## config.mk

```make
export PLATFORM = sky130hd
export DESIGN_NAME = encoder_8b10b
export DESIGN_NICKNAME = d
export VERILOG_FILES = /design/src/rtl/encoder_8b10b.sv
export SDC_FILE = /design/constraint.sdc
export NUM_CORES = 1
export LEC_CHECK = 0
export ABC_CLOCK_PERIOD_IN_PS = 6700
export BUFFER_PORTS_ARGS = -buffer_cell sky130_fd_sc_hd__buf_2
export CAP_MARGIN = 20
export CORE_MARGIN = 2
export CORE_UTILIZATION = 55
export CTS_CLUSTER_SIZE = 20
export DETAILED_ROUTE_END_ITERATION = 6
export PLACE_DENSITY = 0.8
export SLEW_MARGIN = 5
export SYNTH_ARGS = -nofsm -noshare
export SYNTH_HDL_FRONTEND = slang
export SYNTH_SLANG_ARGS = --single-unit
```

## constraint.sdc

```tcl
create_clock -name clk -period 6.7 [get_ports clk]
set_input_delay 0.335 -clock clk [delete_from_list [all_inputs] [get_ports clk]]
set_output_delay 0.335 -clock clk [all_outputs]
set_load 0.05 [all_outputs]
```

## src/rtl/encoder_8b10b.sv

```systemverilog
// Clause 36 8B/10B transmit encoder with running-disparity tracking and a
// single-entry valid/ready output register.
module encoder_8b10b (
    input  logic       clk,
    input  logic       rst_n,
    input  logic       in_valid,
    output logic       in_ready,
    input  logic [7:0] data_in,
    input  logic       is_control_in,
    output logic       out_valid,
    input  logic       out_ready,
    output logic [9:0] code_group_out,
    output logic       disparity_out,
    output logic       code_err
);

    logic       rd;
    logic [4:0] x;
    logic [2:0] y;
    logic       k_valid;
    logic       is_k28;
    logic [5:0] six_base;
    logic [5:0] six;
    logic       six_neutral;
    logic       rd_mid;
    logic       alt7;
    logic [3:0] four_base;
    logic       four_inv;
    logic [9:0] code;
    logic [3:0] ones;
    logic       rd_next;
    logic       accept;

    // Sub-block tables hold the RD- forms; RD+ forms are their complements.
    function automatic logic [5:0] six_table(input logic [4:0] v);
        unique case (v)
            5'd0:  return 6'b100111;
            5'd1:  return 6'b011101;
            5'd2:  return 6'b101101;
            5'd3:  return 6'b110001;
            5'd4:  return 6'b110101;
            5'd5:  return 6'b101001;
            5'd6:  return 6'b011001;
            5'd7:  return 6'b111000;
            5'd8:  return 6'b111001;
            5'd9:  return 6'b100101;
            5'd10: return 6'b010101;
            5'd11: return 6'b110100;
            5'd12: return 6'b001101;
            5'd13: return 6'b101100;
            5'd14: return 6'b011100;
            5'd15: return 6'b010111;
            5'd16: return 6'b011011;
            5'd17: return 6'b100011;
            5'd18: return 6'b010011;
            5'd19: return 6'b110010;
            5'd20: return 6'b001011;
            5'd21: return 6'b101010;
            5'd22: return 6'b011010;
            5'd23: return 6'b111010;
            5'd24: return 6'b110011;
            5'd25: return 6'b100110;
            5'd26: return 6'b010110;
            5'd27: return 6'b110110;
            5'd28: return 6'b001110;
            5'd29: return 6'b101110;
            5'd30: return 6'b011110;
            5'd31: return 6'b101011;
        endcase
    endfunction

    function automatic logic [3:0] data4_table(input logic [2:0] v);
        unique case (v)
            3'd0: return 4'b1011;
            3'd1: return 4'b1001;
            3'd2: return 4'b0101;
            3'd3: return 4'b1100;
            3'd4: return 4'b1101;
            3'd5: return 4'b1010;
            3'd6: return 4'b0110;
            3'd7: return 4'b1110;
        endcase
    endfunction

    function automatic logic [3:0] k28_table(input logic [2:0] v);
        unique case (v)
            3'd0: return 4'b1011;
            3'd1: return 4'b0110;
            3'd2: return 4'b1010;
            3'd3: return 4'b1100;
            3'd4: return 4'b1101;
            3'd5: return 4'b0101;
            3'd6: return 4'b1001;
            3'd7: return 4'b0111;
        endcase
    endfunction

    function automatic logic [3:0] count_ones(input logic [9:0] v);
        logic [3:0] n;
        n = 4'd0;
        for (int i = 0; i < 10; i++) begin
            n = n + {3'b000, v[i]};
        end
        return n;
    endfunction

    assign x        = data_in[4:0];
    assign y        = data_in[7:5];
    assign is_k28   = is_control_in && (x == 5'd28);
    assign k_valid  = is_k28 || (is_control_in && (y == 3'd7) &&
                      ((x == 5'd23) || (x == 5'd27) || (x == 5'd29) || (x == 5'd30)));
    assign accept   = in_valid && in_ready;
    assign in_ready = !out_valid || out_ready;

    // Illegal K requests fall through to the Dx.y path because is_k28/k_valid stay low.
    always_comb begin
        six_base    = is_k28 ? 6'b001111 : six_table(x);
        six_neutral = (count_ones({4'b0000, six_base}) == 4'd3);
        six         = (rd && (!six_neutral || (x == 5'd7))) ? ~six_base : six_base;
        rd_mid      = six_neutral ? rd : ~rd;
        alt7        = rd_mid ? ((x == 5'd11) || (x == 5'd13) || (x == 5'd14))
                             : ((x == 5'd17) || (x == 5'd18) || (x == 5'd20));
        four_base   = data4_table(y);
        four_inv    = rd_mid && ((y == 3'd0) || (y == 3'd3) || (y == 3'd4));
        if (is_k28) begin
            four_base = k28_table(y);
            four_inv  = rd_mid;
        end else if (y == 3'd7) begin
            four_base = (k_valid || alt7) ? 4'b0111 : 4'b1110;
            four_inv  = rd_mid;
        end
        code = {six, four_inv ? ~four_base : four_base};
        ones = count_ones(code);
        if (ones > 4'd5) begin
            rd_next = 1'b1;
        end else if (ones < 4'd5) begin
            rd_next = 1'b0;
        end else begin
            rd_next = rd;
        end
    end

    always_ff @(posedge clk or negedge rst_n) begin
        if (!rst_n) begin
            rd             <= 1'b0;
            out_valid      <= 1'b0;
            code_group_out <= 10'h000;
            code_err       <= 1'b0;
        end else if (accept) begin
            rd             <= rd_next;
            out_valid      <= 1'b1;
            code_group_out <= code;
            code_err       <= is_control_in && !k_valid;
        end else if (out_ready) begin
            out_valid      <= 1'b0;
        end
    end

    assign disparity_out = rd;

endmodule

```

==> summary.md, run 1 <==
| Metric | Value |
|---|---|
| CP endpoint kind | `flip-flop` |
| Register-to-register setup slack | `roughly 2.4 ns` |
| Reg-to-Reg End | `disparity_out` |
| VDD IR max | `approximately 0.36 mV` |
| Most common cell after layout, fill and taps aside | `buf_4` |
| Top FF cell, synth | `dfrtp_1` |
| P_leak | `~1.1 nW` |
| Dominant cell type by area after synthesis | `dfrtp_1` |
| Slew @ Worst Pin | `~0.53 ns` |
| Gpl congestion | `~0.96` |
| Number of global-route vias before repair | `around 1,500` |
| DP Wirelength | `approximately 3400 um` |
| CTS tree | `yes` |
| Rows | `20` |
| Unique masters post-synth | `between 60 and 70` |
| CTS max path bufs | `2` |
| Chip width | `approximately 60 um` |
| Final Util | `0.758` |
| Final Cycle Share | `0.976` |
| Max-Cap Viols | `0` |
| Design Area, Final | `0.00228 sq mm` |
| CP Max Fanout | `5` |
| Syn Area/Cell | `8.86 sq um` |
| Worst slew margin | `0.640` |
| Pre-CTS setup slack | `-0.394 ns` |
| Slowest cell on crit path | `fa_1` |
| Clock sink count | `13` |
| Worst reg-to-reg path cell count | `14` |
| Routed wire length | `between 4000 and 5000 um` |
| Max-slew violations | `0` |
| Final #Nets | `between 200 and 300` |
| Clock transition at path regs | `0.08 ns` |
| CP arrival | `6.67 ns` |
| Most frequent cells in the layout | `buf_4 (35), buf_2 (24), nand2_1 (15), nor2_1 (15), dfrtp_1 (13)` |
| Core Area | `~0.003 sq mm` |
| Initial antenna violation count | `0` |
| DR WL/cell | `about 16 um` |
| Post-Syn Area | `between 0.0015 and 0.002 sq mm` |
| Root Driver | `clkbuf_4` |
| Post-synthesis cell count | `between 150 and 200` |
| Outcome | `finished, final reports clean` |
| PwrDens | `520 mW/mm^2` |
| Cell mode on critical path | `fa_1` |
| Critical path data required time | `just under 7 ns` |
| Vias | `between 1,500 and 2,000` |
| Worst-Skew Late Latency | `roughly 0.28 ns` |
| Slowest stage delay, CP | `about 0.54 ns` |
| Dpl cell area | `between 0.002 and 0.0025 sq mm` |
| Pwr Total | `roughly 0.0012 W` |
| Setup TNS | `0 ns` |
| Largest net degree at the start of global routing | `18` |
| Max frequency | `roughly 150 MHz` |
| GRT Total Usage | `0.244` |
| Bufs and invs on worst path | `5` |
| Hold path start | `in_valid` |
| Final setup fails | `0` |
| Dominant cells by area after synthesis | `dfrtp_1 (19%), ha_1 (9.5%), fa_1 (9.4%)` |
| Post-synthesis register bit count | `13` |
| Die extent in y | `59.8 um` |
| Fin crit period | `between 6 and 7 ns` |
| 1st-iter DRT viols | `72` |
| Setup ws final | `~0.16 ns` |
| Initial Utilization | `0.570` |
| Reg2Reg Launch Point | `disparity_out` |
| DRT antenna net count | `0` |
| Post-route DRC | `0` |
| Hold path endpoint | `out_valid` |
| # diodes | `0` |
| Layout overhead on the synthesized area | `33.1%` |
| Asr flop ratio synth | `1.00` |
| Num ports | `27` |
| Worst min path class | `in2reg` |
| H-tree depth | `1` |
| Skew final | `0.000929 ns` |
| Critical Path Source Type | `input port` |
| Syn_nets | `approximately 230` |
| Gr ovfl total | `0` |
| Final hold vios | `0` |
| Yosys warning count | `0` |
| RSZ-0062 raised after global routing | `true` |
| CTS Buf Count | `3` |
| Cell family contributing the most delay on the critical path | `adder cells` |
| Crit Path Category | `in2reg` |
| First-pass GRT wire length | `around 6700 um` |
| Share of cells above drive strength 1 | `0.391` |
| Port Buffer Count | `26` |
| Drt first pass iters | `4` |
| Sequential area share after synthesis | `0.190` |
| Worst Hold Depth | `2` |
| Top-area cell type share of the netlist area | `0.190` |
| Post-synth EDFFs | `0` |
| Vias/cell | `just over 6` |
| Die ar. | `roughly 0.0036 sq mm` |
[final cells by class]
| cell class | count | area, sq um |
|---|---|---|
| well taps | 33 | 41.3 |
| clock buffers | 4 | 26.3 |
| multi-input cells | 153 | 1370 |
| flip-flops and latches | 13 | 325 |
| repair buffers | 63 | 443 |
| inverters | 15 | 68.8 |
| fillers | 205 | 727 |
[through the flow]
stage | instances | hold slack (ns)
floorplan | 193 | 0.0394
global placement | 271 | 0.227
detailed placement | 271 | 0.230
CTS | 276 | 0.270
global route | 281 | 0.281
finish | 281 | 0.265
[synthesized netlist by cell type, drive strengths merged, types with 4 or more instances]
master	number
nand2	16
inv	15
dfrtp	13
o22ai	4
xnor2	5
nand2b	4
and2	5
o21ai	9
a31oi	4
clkbuf	4
buf	8
fa	8
ha	13
xor2	4
nor2	16
[report_power, final]
| part | switching (W) | leakage, nW | internal, W |
|---|---|---|---|
| registers | 0.0000248 | 0.153 | 0.000111 |
| clock network | 0.0000256 | 0.0150 | 0.0000231 |
| logic | 0.000538 | 0.905 | 0.000460 |
| total | 0.000588 | 1.07 | 0.000594 |
[worst max-delay path by stage]
stage                           from             to  slack, ns  cells past startpoint
after floorplan           data_in[0]  disparity_out       0.03                     26
after global placement    data_in[0]  disparity_out      -0.14                     26
after detailed placement  data_in[0]  disparity_out      -0.39                     26
after CTS                 data_in[0]  disparity_out      0.002                     27
after global routing      data_in[0]  disparity_out     -0.006                     27
final                     data_in[0]  disparity_out       0.16                     27
[repair_timing]
item,CTS,global route
resized for setup,3,26
pin swaps,0,16
hold endpoints to repair,13,0
hold buffers,1,0
buffers inserted,0,5
setup endpoints to repair,1,1
[layer usage]
layer  vias to the layer above  wire [um]  GRT usage
met2                        52       2320      0.438
met5                         -          0          0
li1                        807          -          -
met1                       825       1870      0.307
met4                         0         93     0.0508
met3                        12        170     0.0368
[logic make-up after synthesis]
family          count (synthesis)  share of synthesized area
simple gates                   66                      0.221
compound gates                 52                      0.241
buf+inv                        27                     0.0775
fa+ha+maj                      21                      0.189
flops                          13                      0.190
xor+xnor                        9                     0.0505
mux                             5                     0.0315
[registers in the layout, summed over array words and instances, names as in the netlist]
signal / count
code_group_out: 10
code_err: 1
disparity_out: 1
out_valid: 1
Power figures use the tool's default switching activity.
==> inputs of run 2 (changes only) <==
Settings changed: GPL_TIMING_DRIVEN set to 0.
==> summary.md, run 2 (synthesized netlist as in run 1, its figures left out) <==
| Metric | Value |
|---|---|
| Drt first pass iters | `4 (unchanged)` |
| Largest net degree at the start of global routing | `14 (was 18)` |
| DR WL/cell | `14.8 um (was 15.8 um)` |
| Dpl cell area | `0.00190 sq mm (was 0.00208 sq mm)` |
| Max frequency | `151 MHz (was 153 MHz)` |
| Register area | `325 sq um (unchanged)` |
| RSZ-0062 raised after global routing | `true (unchanged)` |
| GRT Total Usage | `0.235 (was 0.244)` |
| CTS tree | `yes (unchanged)` |
| First-pass GRT wire length | `6470 um (was 6710 um)` |
| Cell mode on critical path | `fa_1 (unchanged)` |
| Rows | `20 (unchanged)` |
| Slowest stage delay, CP | `0.55 ns (was 0.54 ns)` |
| DP Wirelength | `3020 um (was 3430 um)` |
| CTS max path bufs | `2 (unchanged)` |
| PwrDens | `493 mW/mm^2 (was 520 mW/mm^2)` |
| Slew @ Worst Pin | `0.470 ns (was 0.526 ns)` |
| Worst reg-to-reg path cell count | `13 (was 14)` |
| CP Max Fanout | `6 (was 5)` |
| Max-Cap Viols | `0 (unchanged)` |
| Filler cell count | `259 (was 205)` |
| Clock transition at path regs | `0.08 ns (about the same)` |
| Chip width | `59.8 um (unchanged)` |
| Final setup fails | `0 (unchanged)` |
| Final hold vios | `0 (unchanged)` |
| Vias/cell | `6.06 (was 6.04)` |
| Fin Hold WS | `0.284 ns (was 0.265 ns)` |
| Port Buffer Count | `23 (was 26)` |
| CP endpoint kind | `flip-flop (unchanged)` |
| Hold path start | `in_valid (unchanged)` |
| VDD IR max | `0.442 mV (was 0.363 mV)` |
| Gr ovfl total | `0 (unchanged)` |
| Share of cells above drive strength 1 | `0.318 (was 0.391)` |
| Gpl congestion | `0.853 (was 0.965)` |
| Max-slew violations | `0 (unchanged)` |
| Layout overhead on the synthesized area | `21.4% (was 33.1%)` |
| Multi-input logic area | `0.00132 sq mm (was 0.00137 sq mm)` |
| Final Cycle Share | `0.989 (was 0.976)` |
| DRT antenna net count | `0 (unchanged)` |
| Initial antenna violation count | `0 (unchanged)` |
| Vias | `1,612 (was 1,696)` |
| P_leak | `0.973 nW (was 1.07 nW)` |
| Critical Path Source Type | `input port (unchanged)` |
| Worst Hold Depth | `2 (unchanged)` |
| # diodes | `0 (unchanged)` |
| Reg-to-Reg End | `disparity_out (unchanged)` |
| Crit Path Category | `in2reg (unchanged)` |
| Most common cell after layout, fill and taps aside | `buf_2 (was buf_4)` |
| Bufs and invs on worst path | `5 (unchanged)` |
| CP arrival | `6.76 ns (was 6.67 ns)` |
| Number of global-route vias before repair | `1,482 (was 1,548)` |
| Critical path data required time | `6.84 ns (was 6.83 ns)` |
| Fin crit period | `6.63 ns (was 6.54 ns)` |
| Clock sink count | `13 (unchanged)` |
| Cell family contributing the most delay on the critical path | `adder cells (unchanged)` |
| Slowest cell on crit path | `fa_1 (unchanged)` |
| Skew final | `0.000961 ns (was 0.000929 ns)` |
| Worst slew margin | `0.678 (was 0.640)` |
| Design Area, Final | `0.00208 sq mm (was 0.00228 sq mm)` |
| Die ar. | `0.00357 sq mm (unchanged)` |
| Reg2Reg Launch Point | `disparity_out (unchanged)` |
| Die extent in y | `59.8 um (unchanged)` |
| Max FFs per register | `10 (unchanged)` |
| Hold path endpoint | `out_valid (unchanged)` |
| Worst-Skew Late Latency | `0.27 ns (was 0.28 ns)` |
| Most frequent cells in the layout | `buf_2 (25), nand2_1 (15), nor2_1 (15) (was buf_4 (35), buf_2 (24), nand2_1 (15), nor2_1 (15), dfrtp_1 (13))` |
| CTS Buf Count | `3 (unchanged)` |
| Setup TNS | `0 ns (unchanged)` |
| Num ports | `27 (unchanged)` |
| Post-route DRC | `0 (unchanged)` |
| Biggest register | `code_group_out (unchanged)` |
| Register-to-register setup slack | `2.41 ns (was 2.37 ns)` |
| Outcome | `finished, final reports clean (unchanged)` |
| Root Driver | `clkbuf_4 (unchanged)` |
| Initial Utilization | `0.570 (unchanged)` |
| Routed wire length | `3940 um (was 4450 um)` |
| H-tree depth | `1 (unchanged)` |
| Core Area | `0.00300 sq mm (unchanged)` |
| Final #Nets | `268 (was 283)` |
| Worst min path class | `in2reg (unchanged)` |
| 1st-iter DRT viols | `133 (was 72)` |
## run 2: cell types whose count changed in the layout (fill, tap and decap cells not counted), moves of 2 or more
cell / change
ha_4: -2
buf_6: +5
buf_8: -2
inv_4: +2
clkbuf_1: +4
buf_4: -22
## run 2: through the flow
step,utilization,power [W],cells,setup slack (ns)
finish,0.692,0.00102,266,0.0736
global route,0.692,0.00112,266,-0.0909
CTS,0.666,0.000959,259,0.0127
detailed placement,0.633,0.000885,249,-0.562
global placement,0.633,0.000848,249,-0.508
floorplan,-,0.000739,193,0.0259
## run 2: report_power, final
part           switching, W  leakage (nW)  internal (W)
logic              0.000470         0.805      0.000372
registers         0.0000239         0.153      0.000111
clock network     0.0000249        0.0150     0.0000231
total              0.000518         0.973      0.000506
## run 2: worst max path at each step
stage | end | depth (start not counted) | start
2_1_floorplan | disparity_out | 26 | data_in[0]
3_3_place_gp | disparity_out | 27 | data_in[0]
3_5_place_dp | disparity_out | 27 | data_in[0]
4_1_cts | disparity_out | 27 | data_in[0]
5_1_grt | disparity_out | 27 | data_in[1]
6_report | disparity_out | 26 | data_in[0]
## run 2: area by class of cell
type                            count  share of cell area
Multi-Input combinational cell    153               0.635
Sequential cell                    13               0.157
Timing Repair Buffer               36               0.110
Buffer                             12              0.0367
Inverter                           15              0.0295
Tap cell                           33              0.0199
Clock buffer                        4              0.0127
## run 2: metal layers
layer  track usage  routed length (um)  vias to the layer above
met3        0.0476                 181                        4
met2         0.399                1940                       39
met4        0.0476                  40                        0
met1         0.310                1780                      784
li1              -                   -                      785
met5             0                   0                        -
## run 2: what timing repair did
| item | 4_1_cts | 5_1_grt |
|---|---|---|
| endpoints found under the setup margin | 1 | 1 |
| gates resized for setup | 8 | 10 |
| hold endpoints to repair | 13 | 0 |
| setup buffers | 5 | 7 |
| cloned | 0 | 0 |
| pin swaps | 3 | 11 |
| hold buffers | 1 | 0 |
